==> config.mk <==
export PLATFORM = sky130hd
export DESIGN_NAME = counter_arbiter
export DESIGN_NICKNAME = d
export VERILOG_FILES = /design/src/rtl/counter_arbiter_pkg.sv /design/src/rtl/counter_arbiter_rr_pick.sv /design/src/rtl/counter_arbiter.sv
export SDC_FILE = /design/constraint.sdc
export NUM_CORES = 1
export LEC_CHECK = 0
export ABC_CLOCK_PERIOD_IN_PS = 3900
export CAP_MARGIN = 40
export CORE_UTILIZATION = 49
export DETAILED_ROUTE_END_ITERATION = 8
export PLACE_DENSITY = 0.92
export SLEW_MARGIN = 20
export SYNTH_ARGS = -nofsm -noshare
export SYNTH_HDL_FRONTEND = slang
export SYNTH_SLANG_ARGS = --single-unit
==> constraint.sdc <==
create_clock -name clk -period 3.9 [get_ports clk]
set_clock_uncertainty 0.1 [all_clocks]
set_input_delay 0.78 -clock clk [delete_from_list [all_inputs] [get_ports clk]]
set_output_delay 0.78 -clock clk [all_outputs]
set_load 0.005 [all_outputs]
==> src/rtl/counter_arbiter_pkg.sv <==
// Shared types and constants for the counter arbiter and its helpers.
//   - bool_t / uint8_t style typedefs
//   - opcode encodings carried on each requester's op slice
//   - arbiter FSM state encoding
package counter_arbiter_pkg;

  typedef logic       bool_t;
  typedef logic [7:0] uint8_t;

  localparam logic [1:0] OP_NOP   = 2'd0;
  localparam logic [1:0] OP_CLEAR = 2'd1;
  localparam logic [1:0] OP_LOAD  = 2'd2;
  localparam logic [1:0] OP_STEP  = 2'd3;

  typedef enum logic [1:0] {
    ST_IDLE = 2'd0,
    ST_EXEC = 2'd1,
    ST_RESP = 2'd2
  } state_e;

endpackage

==> src/rtl/counter_arbiter_rr_pick.sv <==
// Combinational round-robin priority picker.
//   req    : request vector
//   last   : id of the previous winner; search starts at last+1 (mod NREQ)
//   onehot : one-hot winner (all zero when no request)
//   id     : binary id of the winner (zero when no request)
module counter_arbiter_rr_pick #(
  parameter int NREQ = 4,
  parameter int IDW  = 2
) (
  input  logic [NREQ-1:0] req,
  input  logic [IDW-1:0]  last,
  output logic [NREQ-1:0] onehot,
  output logic [IDW-1:0]  id
);

  localparam int SW = (NREQ > 1) ? $clog2(NREQ) : 1;

  always_comb begin
    int      idx;
    logic    found;
    logic [SW-1:0] sel;
    onehot = '0;
    id     = '0;
    found  = 1'b0;
    idx    = 0;
    sel    = '0;
    // k = NREQ wraps back to last itself, so it has the lowest priority.
    for (int k = 1; k <= NREQ; k++) begin
      idx = (int'(last) + k) % NREQ;
      sel = SW'(idx);
      if (!found && req[sel]) begin
        found       = 1'b1;
        onehot[sel] = 1'b1;
        id          = IDW'(sel);
      end
    end
  end

endmodule

==> src/rtl/counter_arbiter.sv <==
// Shares one WIDTH-bit up-counter among NREQ requesters.
//   clk, rst      : clock, synchronous active-high reset
//   req[NREQ]     : request levels, held until the matching gnt pulse
//   op[2*NREQ]    : per-requester opcode (NOP/CLEAR/LOAD/STEP)
//   arg[W*NREQ]   : per-requester LOAD value or STEP count
//   gnt[NREQ]     : one-hot single-cycle grant pulse
//   busy          : high while executing or responding
//   done, done_id : single-cycle completion pulse and requester id
//   count, msb    : counter value and its top bit
module counter_arbiter
  import counter_arbiter_pkg::*;
#(
  parameter int NREQ  = 4,
  parameter int WIDTH = 8,
  parameter int IDW   = 2
) (
  input  logic                  clk,
  input  logic                  rst,
  input  logic [NREQ-1:0]       req,
  input  logic [2*NREQ-1:0]     op,
  input  logic [WIDTH*NREQ-1:0] arg,
  output logic [NREQ-1:0]       gnt,
  output logic                  busy,
  output logic                  done,
  output logic [IDW-1:0]        done_id,
  output logic [WIDTH-1:0]      count,
  output logic                  msb
);

  state_e           state_q, state_d;
  logic [WIDTH-1:0] count_q, count_d;
  // Holds the LOAD value, or the remaining STEP count (decremented per step).
  logic [WIDTH-1:0] arg_q,   arg_d;
  logic [1:0]       op_q,    op_d;
  logic [IDW-1:0]   id_q,    id_d;
  logic [IDW-1:0]   last_q,  last_d;
  logic [NREQ-1:0]  gnt_q,   gnt_d;

  logic [NREQ-1:0]  pick_oh;
  logic [IDW-1:0]   pick_id;
  logic [1:0]       sel_op;
  logic [WIDTH-1:0] sel_arg;

  counter_arbiter_rr_pick #(.NREQ(NREQ), .IDW(IDW)) u_pick (
    .req    (req),
    .last   (last_q),
    .onehot (pick_oh),
    .id     (pick_id)
  );

  // Operand mux steered by the one-hot winner.
  always_comb begin
    sel_op  = OP_NOP;
    sel_arg = '0;
    for (int i = 0; i < NREQ; i++) begin
      if (pick_oh[i]) begin
        sel_op  = op[2*i +: 2];
        sel_arg = arg[WIDTH*i +: WIDTH];
      end
    end
  end

  always_comb begin
    state_d = state_q;
    count_d = count_q;
    arg_d   = arg_q;
    op_d    = op_q;
    id_d    = id_q;
    last_d  = last_q;
    gnt_d   = '0;
    case (state_q)
      ST_IDLE: begin
        if (|req) begin
          gnt_d   = pick_oh;
          last_d  = pick_id;
          id_d    = pick_id;
          op_d    = sel_op;
          arg_d   = sel_arg;
          state_d = ST_EXEC;
        end
      end
      ST_EXEC: begin
        case (op_q)
          OP_NOP:   state_d = ST_RESP;
          OP_CLEAR: begin count_d = '0;    state_d = ST_RESP; end
          OP_LOAD:  begin count_d = arg_q; state_d = ST_RESP; end
          default: begin
            if (arg_q == '0) begin
              state_d = ST_RESP;
            end else begin
              count_d = count_q + 1'b1;
              arg_d   = arg_q - 1'b1;
              if (arg_q == WIDTH'(1)) state_d = ST_RESP;
            end
          end
        endcase
      end
      ST_RESP: state_d = ST_IDLE;
      default: state_d = ST_IDLE;
    endcase
  end

  always_ff @(posedge clk) begin
    if (rst) begin
      state_q <= ST_IDLE;
      count_q <= '0;
      arg_q   <= '0;
      op_q    <= OP_NOP;
      id_q    <= '0;
      last_q  <= IDW'(NREQ-1);
      gnt_q   <= '0;
    end else begin
      state_q <= state_d;
      count_q <= count_d;
      arg_q   <= arg_d;
      op_q    <= op_d;
      id_q    <= id_d;
      last_q  <= last_d;
      gnt_q   <= gnt_d;
    end
  end

  assign gnt     = gnt_q;
  assign busy    = (state_q != ST_IDLE);
  assign done    = (state_q == ST_RESP);
  assign done_id = done ? id_q : '0;
  assign count   = count_q;
  assign msb     = count_q[WIDTH-1];

endmodule

# Word-level counts from Yosys, hierarchy flattened
# Index checks and enable logic that the tools add are counted.
totals:
  ff_bits: 28
  input_bits: 46
  output_inout_bits: 17
  wordCells: 106
classes:
  n_addsub: 6
  order_cmp: 8
  n_eq_ne: 10
  mux: 47
  n_bitwise: 6
  n_reduce_logical: 22
op_table:
  columns: ["op", "n"]
  rows:
  - ["8-bit 2-to-1 mux", 8]
  - ["2-bit 2-to-1 mux", 13]
  - ["8-bit one-hot mux with 3 select lines", 1]
  - ["4-bit 2-to-1 mux", 4]
  - ["8-bit one-hot mux with 2 select lines", 1]
  - ["2-bit by 3-bit < comparator with 1-bit output (second input constant)", 4]
  - ["4-bit OR", 3]
  - ["1-bit 2-to-1 mux", 11]
  - ["8-bit by 1-bit adder with 8-bit output (second input constant)", 1]
  - ["1-bit binary-select mux with 2-bit select", 4]
  - ["1-bit demux with 2-bit select", 4]
  - ["8-bit by 1-bit equality test with 1-bit output (second input constant)", 1]
  - ["2-bit by 1-bit greater-or-equal comparator with 1-bit output (second input constant)", 4]
  - ["8-bit logical NOT", 1]
  - ["8-bit by 1-bit subtractor with 8-bit output (second input constant)", 1]
  - ["1-bit logical AND", 7]
  - ["2-bit != test (second input constant)", 3]
  - ["3-bit OR reduction", 2]
  - ["2-bit by 1-bit adder with 2-bit output (second input constant)", 2]
  - ["2-bit adder (second input constant)", 2]
  - ["2-bit by 1-bit equality test with 1-bit output (second input constant)", 2]
  - ["2-bit equality test (second input constant)", 2]
  - ["2-bit logical NOT", 2]
  - ["4-bit != test (second input constant)", 1]
  - ["9 further kinds", 15]

# Depth between registers and ports, before layout
depth:
  ltp_word: 19
  depth_mapped: 12
  depth_no_buf: 9

# Cells and area by module
# Synthesis repeated with hierarchy kept, for this count alone.
unflattened:
  cells_unflattened: 308
  hier_area_um2: 2462.4
modules_own_cells:
  columns: ["module", "instances", "cells_each", "area_each_um2", "seq_area_each_um2"]
  rows:
  - ["counter_arbiter", 1, 240, 1916.8, 560.5]
  - ["counter_arbiter_rr_pick", 1, 68, 545.5, 0.0]

# Worst setup path before layout
# Ideal clock, no wire load.
synth_timing:
  path_kind: "register -> register"
  startpoint: "register last_q[1]"
  endpoint: "register arg_q[4]"
  arrival_time_ns: 3.068
  required_ns: 3.663
  slack_ns: 0.596
  path_stages_with_launch: 13
  synth_period_minus_slack_ns: 3.304
  cell_sequence: "dfxtp_1 -> buf_2 -> inv_1 -> ha_1 -> buf_2 -> mux4_2 -> nor3b_2 -> a221o_1 -> a21o_1 -> buf_6 -> a22o_1 -> a221oi_1 -> a2111oi_2"
synth_between:
  elab_chain_cells: 19
  elab_cells_between_ends: 54
synth_lines:
  columns: ["item", "line_no", "rtl"]
  rows:
  - ["start, declared", "counter_arbiter.sv:36", "logic [IDW-1:0] last_q, last_d;"]
  - ["start signal, assigned", "counter_arbiter.sv:110", "last_q <= IDW'(NREQ-1);"]
  - ["start signal, assigned", "counter_arbiter.sv:118", "last_q <= last_d;"]
  - ["branches (longest 12 deep; another with 2-bit by 3-bit < comparator with 1-bit output)", null, null]
  - ["4-bit 2-to-1 mux *", "counter_arbiter_rr_pick.sv:31", "if (!found && req[sel]) begin"]
  - ["8-bit 2-to-1 mux (3 in series)", "counter_arbiter.sv:56", "if (pick_oh[i]) begin"]
  - ["8-bit 2-to-1 mux *", "counter_arbiter.sv:56", null]
  - ["8-bit 2-to-1 mux *", "counter_arbiter.sv:73", "if (|req) begin"]
  - ["8-bit one-hot mux with 2 select lines *", "counter_arbiter.sv:71", "case (state_q)"]
  - ["end signal, assigned", "counter_arbiter.sv:115", "arg_q <= arg_d;"]
  - ["end, declared", "counter_arbiter.sv:33", "logic [WIDTH-1:0] arg_q, arg_d;"]
# Mark *: on every way between the ends. The select of a mux whose other input is x is not followed.
# A chain may end at the register's enable or synchronous reset.

# Final worst setup path
layout_timing:
  startpoint: "input req[1]"
  endpoint: "register arg_q[6]"
layout_between:
  elab_chain_cells: 18
  elab_cells_between_ends: 33
layout_lines:
  columns: ["item", "line_no", "rtl"]
  rows:
  - ["start, declared", "counter_arbiter.sv:19", "input logic [NREQ-1:0] req,"]
  - ["1-bit binary-select mux with 2-bit select", "counter_arbiter_rr_pick.sv:31", null]
  - ["1-bit 2-to-1 mux (implied by the code)", "counter_arbiter_rr_pick.sv:31", null]
  - ["1-bit 2-to-1 mux", "counter_arbiter_rr_pick.sv:31", null]
  - ["1-bit logical NOT", "counter_arbiter_rr_pick.sv:31", null]
  - ["1-bit logical AND", "counter_arbiter_rr_pick.sv:31", null]
  - ["1-bit 2-to-1 mux", "counter_arbiter_rr_pick.sv:31", null]
  - ["1-bit logical NOT", "counter_arbiter_rr_pick.sv:31", null]
  - ["1-bit logical AND", "counter_arbiter_rr_pick.sv:31", null]
  - ["1-bit 2-to-1 mux", "counter_arbiter_rr_pick.sv:31", null]
  - ["1-bit logical NOT", "counter_arbiter_rr_pick.sv:31", null]
  - ["1-bit logical AND", "counter_arbiter_rr_pick.sv:31", null]
  - ["4-bit 2-to-1 mux", "counter_arbiter_rr_pick.sv:31", null]
  - ["8-bit 2-to-1 mux (4 in series)", "counter_arbiter.sv:56", null]
  - ["8-bit 2-to-1 mux", "counter_arbiter.sv:73", null]
  - ["8-bit one-hot mux with 2 select lines", "counter_arbiter.sv:71", null]
# Several ways; a longest one is shown, not always the timed one. The select of a mux whose other input is x is not followed.

==> impl_metrics.env <==
export IMPL_cts_num_sinks=28
export IMPL_seqCellArea_um2=561
export IMPL_hold_viol=0
export IMPL_drive_above_1_share_pct=10.4
export IMPL_post_place_ws_ps=53.7
export IMPL_syn_inst=291
export IMPL_rsz0062_at_grt="no"
export IMPL_insertion_delay_ps=280
export IMPL_drc=0
export IMPL_setup_ws_ps=301
export IMPL_status="finished, final reports clean"
export IMPL_final_cell_mix="clkdlybuf4s50_1 (62), nor2_1 (31), a21oi_1 (28), dfxtp_1 (28), nand2_1 (20)"
export IMPL_antenna_left=0
export IMPL_critPathCaptureType="flip-flop"
export IMPL_syn_cell_area_mm2=0.00238
export IMPL_cap_violations=0
export IMPL_ir_drop_mv=0.412
export IMPL_drt_pass1_iterations=4
export IMPL_synthXorXnorAreaFrac_pct=0.369
export IMPL_antenna_cells=0
export IMPL_place_hpwl_mm=5.02
export IMPL_path_class="in -> reg"
export IMPL_drt_wl_total_mm=6.69
export IMPL_min_from="id_q[0]"
export IMPL_fin_crit_ps=3600
export IMPL_yosys_area_share_simple_pct=22.4
export IMPL_syn2layout_area_growth_pct=30.6
export IMPL_avgSynthCellArea_um2=8.17
export IMPL_core_mm2=0.00450
export IMPL_start_kind="primary input"
export IMPL_seq_area_frac_synth_pct=23.6
export IMPL_antenna_found_initial=0
export IMPL_grt_pass1_vias=2353
export IMPL_clk_transition_reported_paths_ps=100
export IMPL_cellLeakagePower_nw=1.19
export IMPL_synthArstFlopShare_pct=0
export IMPL_start_util_pct=52.8
export IMPL_gp_congestion=0.921
export IMPL_netlist_top_cell_by_area="dfxtp_1"
export IMPL_fmax_ghz=0.278
export IMPL_slew_headroom_pct=65.7
export IMPL_io_buffers=62
export IMPL_rows=24
export IMPL_reg2reg_slack_ps=670
export IMPL_viasPerCell=6.22
export IMPL_crit_required_ps=3980
export IMPL_grt_max_degree=30
export IMPL_syn_num_nets=351
export IMPL_synth_enable_flop_cells=0
export IMPL_arrival_ps=3680
export IMPL_synthAdderAreaFrac_pct=7.37
export IMPL_cts_root_buf="clkbuf_8"
export IMPL_hold_depth=2
export IMPL_grt_use_total_pct=27.1
export IMPL_p_per_area_mw_per_mm2=761
export IMPL_finalMaxSlewViolations=0
export IMPL_htree_levels=1
export IMPL_timing_final_crit_share_pct=92.3
export IMPL_die_height_um=71.6
export IMPL_synth_cell_type_count=52
export IMPL_tightest_slew_ps=515
export IMPL_nets=408
export IMPL_synth_mux_area_share_pct=6.37
export IMPL_die_area_mm2=0.00513
export IMPL_io_pins=63
export IMPL_die_w_um=71.6
export IMPL_routed_via_count=2480
export IMPL_cts_buffers=3
export IMPL_grt_pass1_wl_mm=11.2
export IMPL_clk_path_buf_depth=2
export IMPL_num_fill_cells=375
export IMPL_drt_iter0_drc=177
export IMPL_hold_buffers=0
export IMPL_ys_warnings_count=0
export IMPL_ctsResizeCount=0
export IMPL_post_cts_setup_buffers=0
export IMPL_holdWs_ps=400
export IMPL_final_common_cell="clkdlybuf4s50_1"
export IMPL_fin_setup_tns_ps=0
export IMPL_synth_compound_area_share_pct=33.6
export IMPL_reg2reg_to="arg_q[6]"
export IMPL_place_inst=394
export IMPL_wire_per_inst_um=16.8
export IMPL_hold_end="id_q[0]"
export IMPL_final_cells=399
export IMPL_synth_top_family_by_area="compound AO/OA/AOI/OAI gates"
export IMPL_setup_viol=0
export IMPL_hold_path_class="reg -> reg"
export IMPL_synth_top_area_share_pct=23.6
export IMPL_synth_area_leaders="dfxtp_1 (24%), ha_1 (7.4%), a21oi_1 (5.9%)"
export IMPL_post_dp_cell_area_mm2=0.00303
export IMPL_fin_area_mm2=0.00310
export IMPL_synth_main_ff_cell="dfxtp_1"
export IMPL_grt_overflow_total=0
export IMPL_multi_input_area_mm2=0.00167
export IMPL_r2r_cells=9
export IMPL_reg2reg_from="last_q[0]"
export IMPL_cts_tree="done"
export IMPL_crit_fanout=10
export IMPL_ys_ff_latch=28
## kinds of logic (layout without fill, tap and decap cells)
kind of cell | after synthesis | count (layout)
AOI/OAI and AO/OA | 104 | 104
xor gates and xnor gates | 1 | 1
adders and majority gates | 14 | 14
buffers and inverters | 29 | 85
DFF | 28 | 28
muxes | 11 | 11
and+or+nand+nor | 104 | 104
## area by class of cell
class | instances | area share (%)
flip-flops and latches | 28 | 18.1
inverters | 6 | 0.726
clock buffers | 3 | 1.33
well taps | 52 | 2.10
repair buffers | 75 | 23.1
clock inverters | 1 | 0.967
multi-input cells | 234 | 53.7
## worst max-delay path: stages
cell	delay [ps]
clkdlybuf4s50_1	610
or3b_1	390
a2111oi_2	470
o21ai_0	260
a221oi_4	530
a22o_1	210
a221oi_1	90
a2111oi_2	330
## through the flow
step / power, mW / util, %
2_1_floorplan: 1.68 / -
3_3_place_gp: 2.04 / 67.2
3_5_place_dp: 2.09 / 67.2
4_1_cts: 2.34 / 68.8
5_1_grt: 2.55 / 68.9
6_report: 2.36 / 68.9
## registers in the layout (all words and copies together), names as in the netlist
signal / count
last_q: 2
op_q: 2
arg_q: 8
gnt: 4
id_q: 2
count: 8
state_q: 2
## how the worst max path moves through the flow
stage          slack [ps]       end      start  cells after the start
2_1_floorplan         600  arg_q[4]  last_q[1]                     12
3_3_place_gp          180  arg_q[3]     req[1]                      8
3_5_place_dp           50  arg_q[6]     req[1]                      8
4_1_cts               360  arg_q[6]     req[1]                      8
5_1_grt               100  arg_q[6]     req[1]                      8
6_report              300  arg_q[6]     req[1]                      8
## synth_stat cells (4+ instances only)
master and instances:
nor3_1 7, nor2b_1 7, nand2_1 20, a221oi_1 6, dfxtp_1 28, o21ai_0 8, ha_1 14, nor3b_1 6
and2_1 4, a22oi_1 6, inv_1 6, a221o_1 6, mux2i_1 5, a2111oi_2 5, a22o_1 9, clkbuf_1 10
nor2_1 31, a21oi_1 28, nand3_1 7, buf_2 8, a211oi_1 11, nand2b_1 5, o21bai_1 4
## power by group
part,internal (mW),switching (mW),total (mW)
Combinational,0.745,0.873,1.62
Sequential,0.385,0.121,0.506
Clock,0.138,0.101,0.239
## routing by layer
layer	global-route usage (%)	vias to the layer above	wire, um
met5	0	-	0
li1	-	1224	-
met3	3.66	11	446
met2	46.6	102	3290
met1	36.2	1143	2860
met4	6.10	0	95
No activity file was read; power rests on OpenSTA's default activity.
